==> src/rtl/alarm_pkg.sv <==
// Shared state encoding and time-field widths for the alarm clock control path.
package alarm_pkg;
    typedef enum logic [1:0] {
        DISARMED = 2'd0,
        ARMED    = 2'd1,
        RINGING  = 2'd2,
        SNOOZING = 2'd3
    } alarm_state_t;

    localparam int TIME_W = 17;
    localparam int HOUR_W = 5;
    localparam int MIN_W  = 6;
    localparam int SEC_W  = 6;
endpackage

==> src/rtl/btn_repeat.sv <==
// Press-to-pulse with hold-to-auto-repeat for one debounced edit button.
module btn_repeat #(
    parameter int HOLD_DELAY_CYC = 50_000_000,
    parameter int REPEAT_CYC     = 10_000_000
) (
    input  logic clk,
    input  logic reset,
    input  logic level,
    output logic pulse
);
    localparam int MAX_CYC = (HOLD_DELAY_CYC > REPEAT_CYC) ? HOLD_DELAY_CYC : REPEAT_CYC;
    localparam int CNT_W   = $clog2(MAX_CYC + 1);

    logic             r_level_q;
    logic             r_rep;
    logic [CNT_W-1:0] r_cnt;
    logic [CNT_W-1:0] w_limit;
    logic             w_press;
    logic             w_fire;

    // r_cnt equals cycles since the press (or since the last repeat pulse).
    assign w_press = level & ~r_level_q;
    assign w_limit = r_rep ? CNT_W'(REPEAT_CYC) : CNT_W'(HOLD_DELAY_CYC);
    assign w_fire  = level & r_level_q & (r_cnt == w_limit);
    assign pulse   = reset & (w_press | w_fire);

    always_ff @(posedge clk or negedge reset) begin
        if (!reset) begin
            r_level_q <= 1'b0;
            r_rep     <= 1'b0;
            r_cnt     <= '0;
        end else begin
            r_level_q <= level;
            if (!level) begin
                r_cnt <= '0;
                r_rep <= 1'b0;
            end else if (w_press) begin
                r_cnt <= CNT_W'(1);
                r_rep <= 1'b0;
            end else if (w_fire) begin
                r_cnt <= CNT_W'(1);
                r_rep <= 1'b1;
            end else if (r_cnt < w_limit) begin
                r_cnt <= r_cnt + 1'b1;
            end
        end
    end
endmodule

==> src/rtl/alarm_sequencer.sv <==
// Alarm clock control: routes edit presses to clock or alarm, and sequences
// arm, ring, snooze and ring timeout.
module alarm_sequencer
    import alarm_pkg::*;
#(
    parameter int HOLD_DELAY_CYC = 50_000_000,
    parameter int REPEAT_CYC     = 10_000_000,
    parameter int SNOOZE_S       = 300,
    parameter int RING_TIMEOUT_S = 60,
    parameter int MAX_SNOOZE     = 3
) (
    input  logic       clk,
    input  logic       reset,
    input  logic       tick_1hz,
    input  logic       mode,
    input  logic [1:0] edit_btns,
    input  logic       btn_snooze,
    input  logic       btn_arm,
    input  logic       alarm_match,
    output logic [1:0] time_inc,
    output logic [1:0] alarm_inc,
    output logic       armed,
    output logic       ringing,
    output logic       buzzer
);
    localparam int RING_W = $clog2(RING_TIMEOUT_S + 1);
    localparam int SNZ_W  = $clog2(SNOOZE_S + 1);
    localparam int NUM_W  = $clog2(MAX_SNOOZE + 1);

    alarm_state_t      r_state, w_state_nx;
    logic [RING_W-1:0] r_ring_cnt, w_ring_cnt_nx, w_ring_inc;
    logic [SNZ_W-1:0]  r_snz_cnt, w_snz_cnt_nx, w_snz_dec;
    logic [NUM_W-1:0]  r_snz_num, w_snz_num_nx;
    logic              r_beep, w_beep_nx;
    logic              r_arm_q, r_snz_q, r_match_q;
    logic              w_arm_press, w_snz_press, w_trigger;
    logic [1:0]        w_pulse;

    for (genvar g = 0; g < 2; g++) begin : g_edit
        btn_repeat #(
            .HOLD_DELAY_CYC(HOLD_DELAY_CYC),
            .REPEAT_CYC    (REPEAT_CYC)
        ) u_rep (
            .clk  (clk),
            .reset(reset),
            .level(edit_btns[g]),
            .pulse(w_pulse[g])
        );
    end

    // Routing follows mode in the pulse cycle, so a mid-hold flip retargets.
    assign time_inc  = mode ? 2'b00 : w_pulse;
    assign alarm_inc = mode ? w_pulse : 2'b00;

    assign w_arm_press = btn_arm & ~r_arm_q;
    assign w_snz_press = btn_snooze & ~r_snz_q;
    assign w_trigger   = tick_1hz & alarm_match & ~r_match_q;

    assign w_ring_inc = (r_ring_cnt == RING_W'(RING_TIMEOUT_S)) ? r_ring_cnt : r_ring_cnt + 1'b1;
    assign w_snz_dec  = (r_snz_cnt == '0) ? '0 : r_snz_cnt - 1'b1;

    always_comb begin
        w_state_nx    = r_state;
        w_ring_cnt_nx = r_ring_cnt;
        w_snz_cnt_nx  = r_snz_cnt;
        w_snz_num_nx  = r_snz_num;
        w_beep_nx     = r_beep;
        case (r_state)
            DISARMED: if (w_arm_press) w_state_nx = ARMED;
            ARMED: begin
                if (w_arm_press) begin
                    w_state_nx = DISARMED;
                end else if (w_trigger) begin
                    w_state_nx    = RINGING;
                    w_ring_cnt_nx = '0;
                    w_beep_nx     = 1'b1;
                    w_snz_num_nx  = '0;
                end
            end
            RINGING: begin
                if (w_arm_press) begin
                    w_state_nx = ARMED;
                end else if (w_snz_press && (r_snz_num < NUM_W'(MAX_SNOOZE))) begin
                    w_state_nx   = SNOOZING;
                    w_snz_cnt_nx = SNZ_W'(SNOOZE_S);
                    w_snz_num_nx = r_snz_num + 1'b1;
                end else if (tick_1hz) begin
                    w_ring_cnt_nx = w_ring_inc;
                    w_beep_nx     = ~r_beep;
                    if (w_ring_inc == RING_W'(RING_TIMEOUT_S)) w_state_nx = ARMED;
                end
            end
            SNOOZING: begin
                if (w_arm_press) begin
                    w_state_nx = ARMED;
                end else if (tick_1hz) begin
                    w_snz_cnt_nx = w_snz_dec;
                    if (w_snz_dec == '0) begin
                        w_state_nx    = RINGING;
                        w_ring_cnt_nx = '0;
                        w_beep_nx     = 1'b1;
                    end
                end
            end
        endcase
    end

    always_ff @(posedge clk or negedge reset) begin
        if (!reset) begin
            r_state    <= DISARMED;
            r_ring_cnt <= '0;
            r_snz_cnt  <= '0;
            r_snz_num  <= '0;
            r_beep     <= 1'b0;
            r_arm_q    <= 1'b0;
            r_snz_q    <= 1'b0;
            r_match_q  <= 1'b0;
        end else begin
            r_state    <= w_state_nx;
            r_ring_cnt <= w_ring_cnt_nx;
            r_snz_cnt  <= w_snz_cnt_nx;
            r_snz_num  <= w_snz_num_nx;
            r_beep     <= w_beep_nx;
            r_arm_q    <= btn_arm;
            r_snz_q    <= btn_snooze;
            if (tick_1hz) r_match_q <= alarm_match;
        end
    end

    assign armed   = (r_state != DISARMED);
    assign ringing = (r_state == RINGING);
    assign buzzer  = ringing & r_beep;
endmodule

==> config.mk <==
export PLATFORM = sky130hd
export DESIGN_NAME = alarm_sequencer
export DESIGN_NICKNAME = d
export VERILOG_FILES = /design/src/rtl/alarm_pkg.sv /design/src/rtl/btn_repeat.sv /design/src/rtl/alarm_sequencer.sv
export SDC_FILE = /design/constraint.sdc
export NUM_CORES = 1
export LEC_CHECK = 0
export CORE_ASPECT_RATIO = 0.5
export CORE_MARGIN = 2
export CORE_UTILIZATION = 55
export CTS_CLUSTER_SIZE = 30
export DETAILED_ROUTE_END_ITERATION = 12
export DONT_BUFFER_PORTS = 1
export HOLD_SLACK_MARGIN = 0.08
export PLACE_DENSITY = 0.7
export SETUP_SLACK_MARGIN = 0.3
export SLEW_MARGIN = 20
export SYNTH_ARGS = -nofsm -noshare
export SYNTH_HDL_FRONTEND = slang
export SYNTH_HIERARCHICAL = 1
export SYNTH_SLANG_ARGS = --single-unit
==> constraint.sdc <==
create_clock -name clk -period 2.79 [get_ports clk]
set_input_delay 0.4185 -clock clk [delete_from_list [all_inputs] [get_ports clk]]
set_output_delay 0.4185 -clock clk [all_outputs]
set_load 0.05 [all_outputs]
==> results of run 1 <==
stage by stage:
stage | cell area [sq um] | hold WS [ns] | power, uW | worst slack (ns) | cells
detailed placement | 5503 | 0.1251 | 2028 | 0.06852 | 680
CTS | 5917 | 0.09334 | 3167 | -0.2070 | 700
finish | 6424 | 0.1051 | 3181 | -0.1501 | 719
global route | 6424 | 0.09156 | 3349 | -0.2544 | 719
global placement | 5503 | 0.1252 | 2011 | 0.1173 | 680
floorplan | 5375 | 0.1229 | 1912 | 0.2317 | 566
cells in the mapped netlist, types with 4 or more instances:
library cell	instances
nand2_1	34
nor3_1	26
nand3_1	20
o211ai_1	4
buf_6	5
and2_1	5
clkbuf_1	9
nand4_1	16
inv_1	27
a21oi_1	22
a211oi_1	6
nor4_4	4
nor2_1	66
nand4b_1	7
and4_1	5
nand2b_1	4
a21o_1	5
nor3b_1	4
nor3b_2	5
dfrtp_1	79
nor4_2	5
xnor2_1	45
nor2b_1	5
buf_2	6
nor4_1	12
and3_1	14
o21ai_0	19
ha_1	24
sequential cells by signal, summed over array words and instances, names as in the netlist:
register,flops
g_edit.u_rep/r_cnt,52
r_snz_cnt,9
r_ring_cnt,6
g_edit.u_rep/r_level_q,2
g_edit.u_rep/r_rep,2
r_snz_num,2
r_state,2
r_arm_q,1
r_beep,1
r_match_q,1
r_snz_q,1
area by class of cell:
class                      instances  share of cell area
timing repair buffer              43             0.06311
sequential                        79              0.3083
clock buffer                      14             0.04110
tap                              121             0.02357
clock inverter                     1           0.0007791
multi-input combinational        433              0.5467
inverter                          28             0.01636
report_power, final:
part	internal (uW)	leakage, uW	switching, uW
logic	276	0.00135	458
clock network	646	0.000133	438
registers	1240	0.00105	127
per-layer routing:
metal,wire length [um],vias to the layer above
met5,0,-
met4,182,0
met3,417,21
met2,5872,82
met1,5630,2157
li1,-,2127
cell families after synthesis:
| family | count (synthesis) |
|---|---|
| adders and majority gates | 24 |
| DFF | 79 |
| and+or+nand+nor | 256 |
| buffers and inverters | 54 |
| xor gates and xnor gates | 46 |
| muxes | 4 |
| AOI/OAI and AO/OA | 103 |
worst max-delay path, delay by kind of cell (launching register included):
| family | cells | cell delay, ns |
|---|---|---|
| compound gates | 1 | 0.15 |
| fa+ha+maj | 1 | 0.33 |
| simple gates | 4 | 1.20 |
| flops | 1 | 0.50 |
worst paths after layout:
kind / start / to / slack (ns) / cells past startpoint
setup / recovery: g_edit[0].u_rep/r_rep / time_inc[0] / -0.15 / 6
hold / removal: edit_btns[1] / g_edit[1].u_rep/r_level_q / 0.11 / 0
setup reg to reg: g_edit[1].u_rep/r_rep / g_edit[1].u_rep/r_cnt[21] / 0.03 / 11
hold reg to reg: r_snz_num[0] / r_snz_num[0] / 0.49 / 1
max in group asynchronous: reset / r_snz_cnt[1] / 1.80 / 2
min in group asynchronous: reset / g_edit[1].u_rep/r_level_q / 0.64 / 2
placed cells by master (no fill, tap or decap), drive strengths merged, types with 5 or more instances in the layout:
cell and instances:
nand4 17, nand3 20, o211ai 5, and2 5
clkbuf 14, dfrtp 79, nand4b 9, nand2b 5
nor2b 5, and3 14, a21oi 22, nor2 67
a211oi 8, nor3b 9, nor4 21, inv 28
o21ai 21, nor3 30, a21o 5, nand2 34
xnor2 45, buf 42, and4 5, ha 24
repair_timing:
item | CTS | global route
cloned | 0 | 1
pin swaps | 8 | 53
resized for setup | 15 | 65
hold buffers | 2 | 0
hold endpoints to repair | 79 | 0
setup buffers | 3 | 18
setup endpoints to repair | 19 | 38
==> flow_summary.yaml, run 1 <==
run_status:
  outcome: "complete, but fails checks"
  violations: "setup timing"
finish:
  synthToLayoutAreaGrowth_pct: 21.34
  nNetsFinal: 627
  fin_util: 0.6845
  fill_cells: 701
  seq_area_sq_um: 1981
  multi_input_area_sq_um: 3512
  diodes: 0
  drive_above_1_share: 0.2425
power:
  vdd_ir_drop_max_uv: 413.8
  power.density_nw_per_um2: 495.2
  p_leak_uw: 0.002540
floorplanning:
  die-area_sq_um: 10470
  die_y_um: 73.38
  core_sq_um: 9384
  top_level_ports: 16
  die_width_um: 142.7
  initial_core_util: 0.5641
  fp-row-count: 25
flow_run:
  maxCapViolations: 0
yosys:
  synthXorXnorAreaFrac: 0.07610
  syn_avg_cell_area_sq_um: 9.353
  synth-main-ff-cell: "dfrtp_1"
  synth_top_family_by_area: "simple AND/OR/NAND/NOR gates"
  async_flop_share: 1.000
  syn_nets: 599
  synthSimpleGateAreaFrac: 0.2924
  syn_inst: 566
  synthAdderAreaFrac: 0.05672
  ys_ff_latch: 79
  synthesis.area_sq_um: 5294
  synth_area_leaders: "dfrtp_1 (37%), xnor2_1 (7.4%), ha_1 (5.7%)"
  synth.distinct_cells: 79
  synth_top_cell_area_share: 0.3734
  yosys.area.top_type: "dfrtp_1"
  yosysSeqAreaShare: 0.3734
  synthMuxAreaShare: 0.007800
  synth-edff-count: 0
  synth-compound-area-share: 0.1446
  synth_warnings: 6
drt:
  postRouteAntennaNets: 0
  via_count: 4387
  wl_um: 12100
  drt-vias-per-instance: 6.102
  detail_route.wl_per_cell_um: 16.83
  drtIter0Drc: 211
  drc: 0
  drt_first_pass_iters: 4
timing:
  tns_ns: -0.2045
  max_slew_margin: 0.4571
  worst_slew_pin_slew_ns: 0.8114
  post-route-min-period_ns: 2.940
  finalHoldViolCount: 0
  clock_skew_ns: 0.009007
  drv_slew: 0
  worst_slack_ns: -0.1501
  setup_violations: 2
  rsz0062_at_grt: "yes"
  max_freq_mhz: 340.1
  post-route-period-util: 1.054
cts:
  cts.sinks: 79
  root_buffer: "clkbuf_16"
  cts_buffers: 9
  clockBufferDepth: 2
  cts_tree: "yes"
  clk_pin_slew_ns: 0.06
  clkLatencyLatePin_ns: 0.34
  htreeDepth: 3
global_routing:
  grt_pass1_vias: 4154
  grt_antenna_before_repair: 0
  global_route.usage.met2: 0.3910
  gr-total-overflow: 0
  grt.busiest_layer: "met2"
  grt_max_degree: 80
  track_usage: 0.2327
  met3_usage: 0.05671
  grt_pass1_wl_um: 19460
  met1_usage: 0.3060
worst_setup_path:
  slowest_stage: "or4_4"
  critPathMaxStageDelay_ns: 0.53
  crit_type: "flop to output pin"
  critical_path.startpoint_type: "flop"
  path_cells: "ha_1 -> nand4b_1 -> or4_4 -> o21ai_2 -> and3_1 -> nor2b_4"
  worstPathArrival_ns: 2.52
  crit_fanout: 8
  crit_required_ns: 2.37
  crit_path_end_kind: "output pin"
min_path:
  worstHoldPathType: "input pin to flop"
placed_design:
  place_congestion: 0.8418
  hpwl_um: 7691
  port_buffers: 0
(Power assumes the default switching activity.)
==> inputs of run 2 (changes only) <==
--- a/config.mk
+++ b/config.mk
@@ -7,12 +7,12 @@
 export LEC_CHECK = 0
 export CORE_ASPECT_RATIO = 0.5
 export CORE_MARGIN = 2
-export CORE_UTILIZATION = 55
+export CORE_UTILIZATION = 30
 export CTS_CLUSTER_SIZE = 30
 export DETAILED_ROUTE_END_ITERATION = 12
 export DONT_BUFFER_PORTS = 1
 export HOLD_SLACK_MARGIN = 0.08
-export PLACE_DENSITY = 0.7
+export RECOVER_POWER = 50
 export SETUP_SLACK_MARGIN = 0.3
 export SLEW_MARGIN = 20
 export SYNTH_ARGS = -nofsm -noshare
==> constraint.sdc (replaced) <==
create_clock -name clk -period 3.6 [get_ports clk]
set_input_delay 0.54 -clock clk [delete_from_list [all_inputs] [get_ports clk]]
set_output_delay 0.54 -clock clk [all_outputs]
set_load 0.05 [all_outputs]
==> run 2 against run 1 <==
  * The run ends with capacitance limit, slew limit left
  * First-iteration DRC count up 35%
  * Setup slack better by 0.59 ns
  * Routed wire length fell by 8.2%
  * Critical endpoint unchanged
==> flow_summary.yaml, run 2 (same netlist as run 1, synthesis figures left out) <==
finish:
  reg.largest.list: "g_edit.u_rep/r_cnt (52), r_snz_cnt (9), r_ring_cnt (6)"
  drive_above_1_share: 0.1210
  diodes: 0
  largest_reg_flops: 52
  fill_cells: 1745
  top_register: "g_edit.u_rep/r_cnt"
  stdcell_area_sq_um: 5762
  final_cell_mix: "dfrtp_1 (78), nor2_1 (66), xnor2_1 (45)"
  synthToLayoutAreaGrowth_pct: 8.840
  layout_commonest_cell: "dfrtp_1"
  nNetsFinal: 590
global_routing:
  grt_max_degree: 80
  grt_antenna_before_repair: 1
  grt_pass1_wl_um: 19770
  grt_pass1_vias: 4090
  gr-total-overflow: 0
  track_usage: 0.1283
placed_design:
  port_buffers: 0
  placed_area_sq_um: 5470
  place_congestion: 0.7966
  hpwl_um: 7597
worst_setup_path:
  crit_fanout: 8
  critical_path.startpoint_type: "flop"
  worstPathArrival_ns: 2.62
  ff2ff_setup_slack_ns: 0.67
  crit_required_ns: 3.06
  ff2ff_path_depth: 7
  crit_path_end_kind: "output pin"
  crit_type: "flop to output pin"
floorplanning:
  core_sq_um: 17310
  initial_core_util: 0.3058
  die_width_um: 191.9
  top_level_ports: 16
  die-area_sq_um: 18790
  die_y_um: 97.93
  fp-row-count: 34
run_status:
  outcome: "complete, but fails checks"
  violations: "capacitance limit, slew limit"
min_path:
  worstHoldPathType: "input pin to flop"
  holdPathStages: 0
timing:
  rsz0062_at_grt: "yes"
  finalHoldViolCount: 0
  setup_violations: 0
  worst_slew_pin_slew_ns: 2.003
  tns_ns: 0
  post-route-period-util: 0.8785
  drv_slew: 80
  timing.hold.ws_ns: 0.2241
  max_slew_margin: -0.3350
  clock_skew_ns: 0.008508
  post-route-min-period_ns: 3.162
  max_freq_mhz: 316.2
drt:
  drt_first_pass_iters: 4
  drtIter0Drc: 285
  drt-vias-per-instance: 5.204
  detail_route.wl_per_cell_um: 13.95
  drc: 0
  via_count: 4142
  postRouteAntennaNets: 0
  wl_um: 11110
cts:
  cts.sinks: 79
  root_buffer: "clkbuf_16"
  cts_setup_buffers: 0
  cts_buffers: 9
  cts_tree: "yes"
  clkLatencyLatePin_ns: 0.34
  htreeDepth: 3
  clockBufferDepth: 2
  clk_pin_slew_ns: 0.06
power:
  vdd_ir_drop_max_uv: 227.1
  power.density_nw_per_um2: 414.2
  p_leak_uw: 0.002345
flow_run:
  maxCapViolations: 1
-- run 2: cell types whose count changed in the layout (fill, tap and decap cells not counted), moves of 3 or more --
cell,change
nor4_4,-7
buf_4,-23
ha_4,-9
nor4_1,+6
nor3_4,-13
ha_1,+9
nor3_1,+12
buf_6,-10
inv_1,+3
inv_2,-3
-- run 2: per-stage QoR --
step / worst slack (ns) / utilization / power [uW] / instances
floorplan: 0.4263 / - / 1443 / 566
global placement: 0.5358 / 0.3159 / 1511 / 779
detailed placement: 0.4861 / 0.3159 / 1522 / 779
CTS: 0.3251 / 0.3336 / 2431 / 796
global route: 0.2690 / 0.3328 / 2536 / 796
finish: 0.4376 / 0.3328 / 2387 / 796
-- run 2: worst max-delay path, cell delays in order (launching register included) --
cell      delay (ns)
dfrtp_2         0.46
ha_1            0.34
nand4b_2        0.18
or4_4           0.62
o21ai_2         0.17
and3_1          0.18
nor2b_1         0.12
buf_4           0.20
-- run 2: final timing paths --
kind,startpoint,endpoint
max,g_edit[0].u_rep/r_rep,time_inc[0]
min,btn_arm,r_arm_q
max reg2reg,g_edit[1].u_rep/r_rep,g_edit[1].u_rep/r_cnt[21]
min reg2reg,r_snz_num[0],r_snz_num[0]
max in group asynchronous,reset,g_edit[0].u_rep/r_rep
min in group asynchronous,reset,r_ring_cnt[5]
-- run 2: layout make-up --
class	count	area, sq um	area share
Multi-Input combinational cell	433	3065	0.5320
Sequential cell	79	1978	0.3433
Timing Repair Buffer	6	42.54	0.007383
Clock inverter	3	17.52	0.003040
Inverter	28	105.1	0.01824
Clock buffer	13	260.3	0.04517
Tap cell	234	292.8	0.05081
-- run 2: what timing repair did --
item / 4_1_cts / 5_1_grt
endpoints found under the setup margin: 2 / 3
gates resized for setup: 2 / 3
cloned: 0 / 0
hold buffers: 1 / 0
hold endpoints to repair: 79 / 0
-- run 2: power breakdown --
part	total, uW	switching [uW]	internal, uW
registers	1060	107	957
logic	462	300	162
clock network	861	358	503
-- run 2: routing by layer --
metal  GRT usage  share of wire
met1      0.1706           0.49
met2      0.2086           0.46
met3     0.03127          0.039
met4     0.03491          0.011
met5           0              0
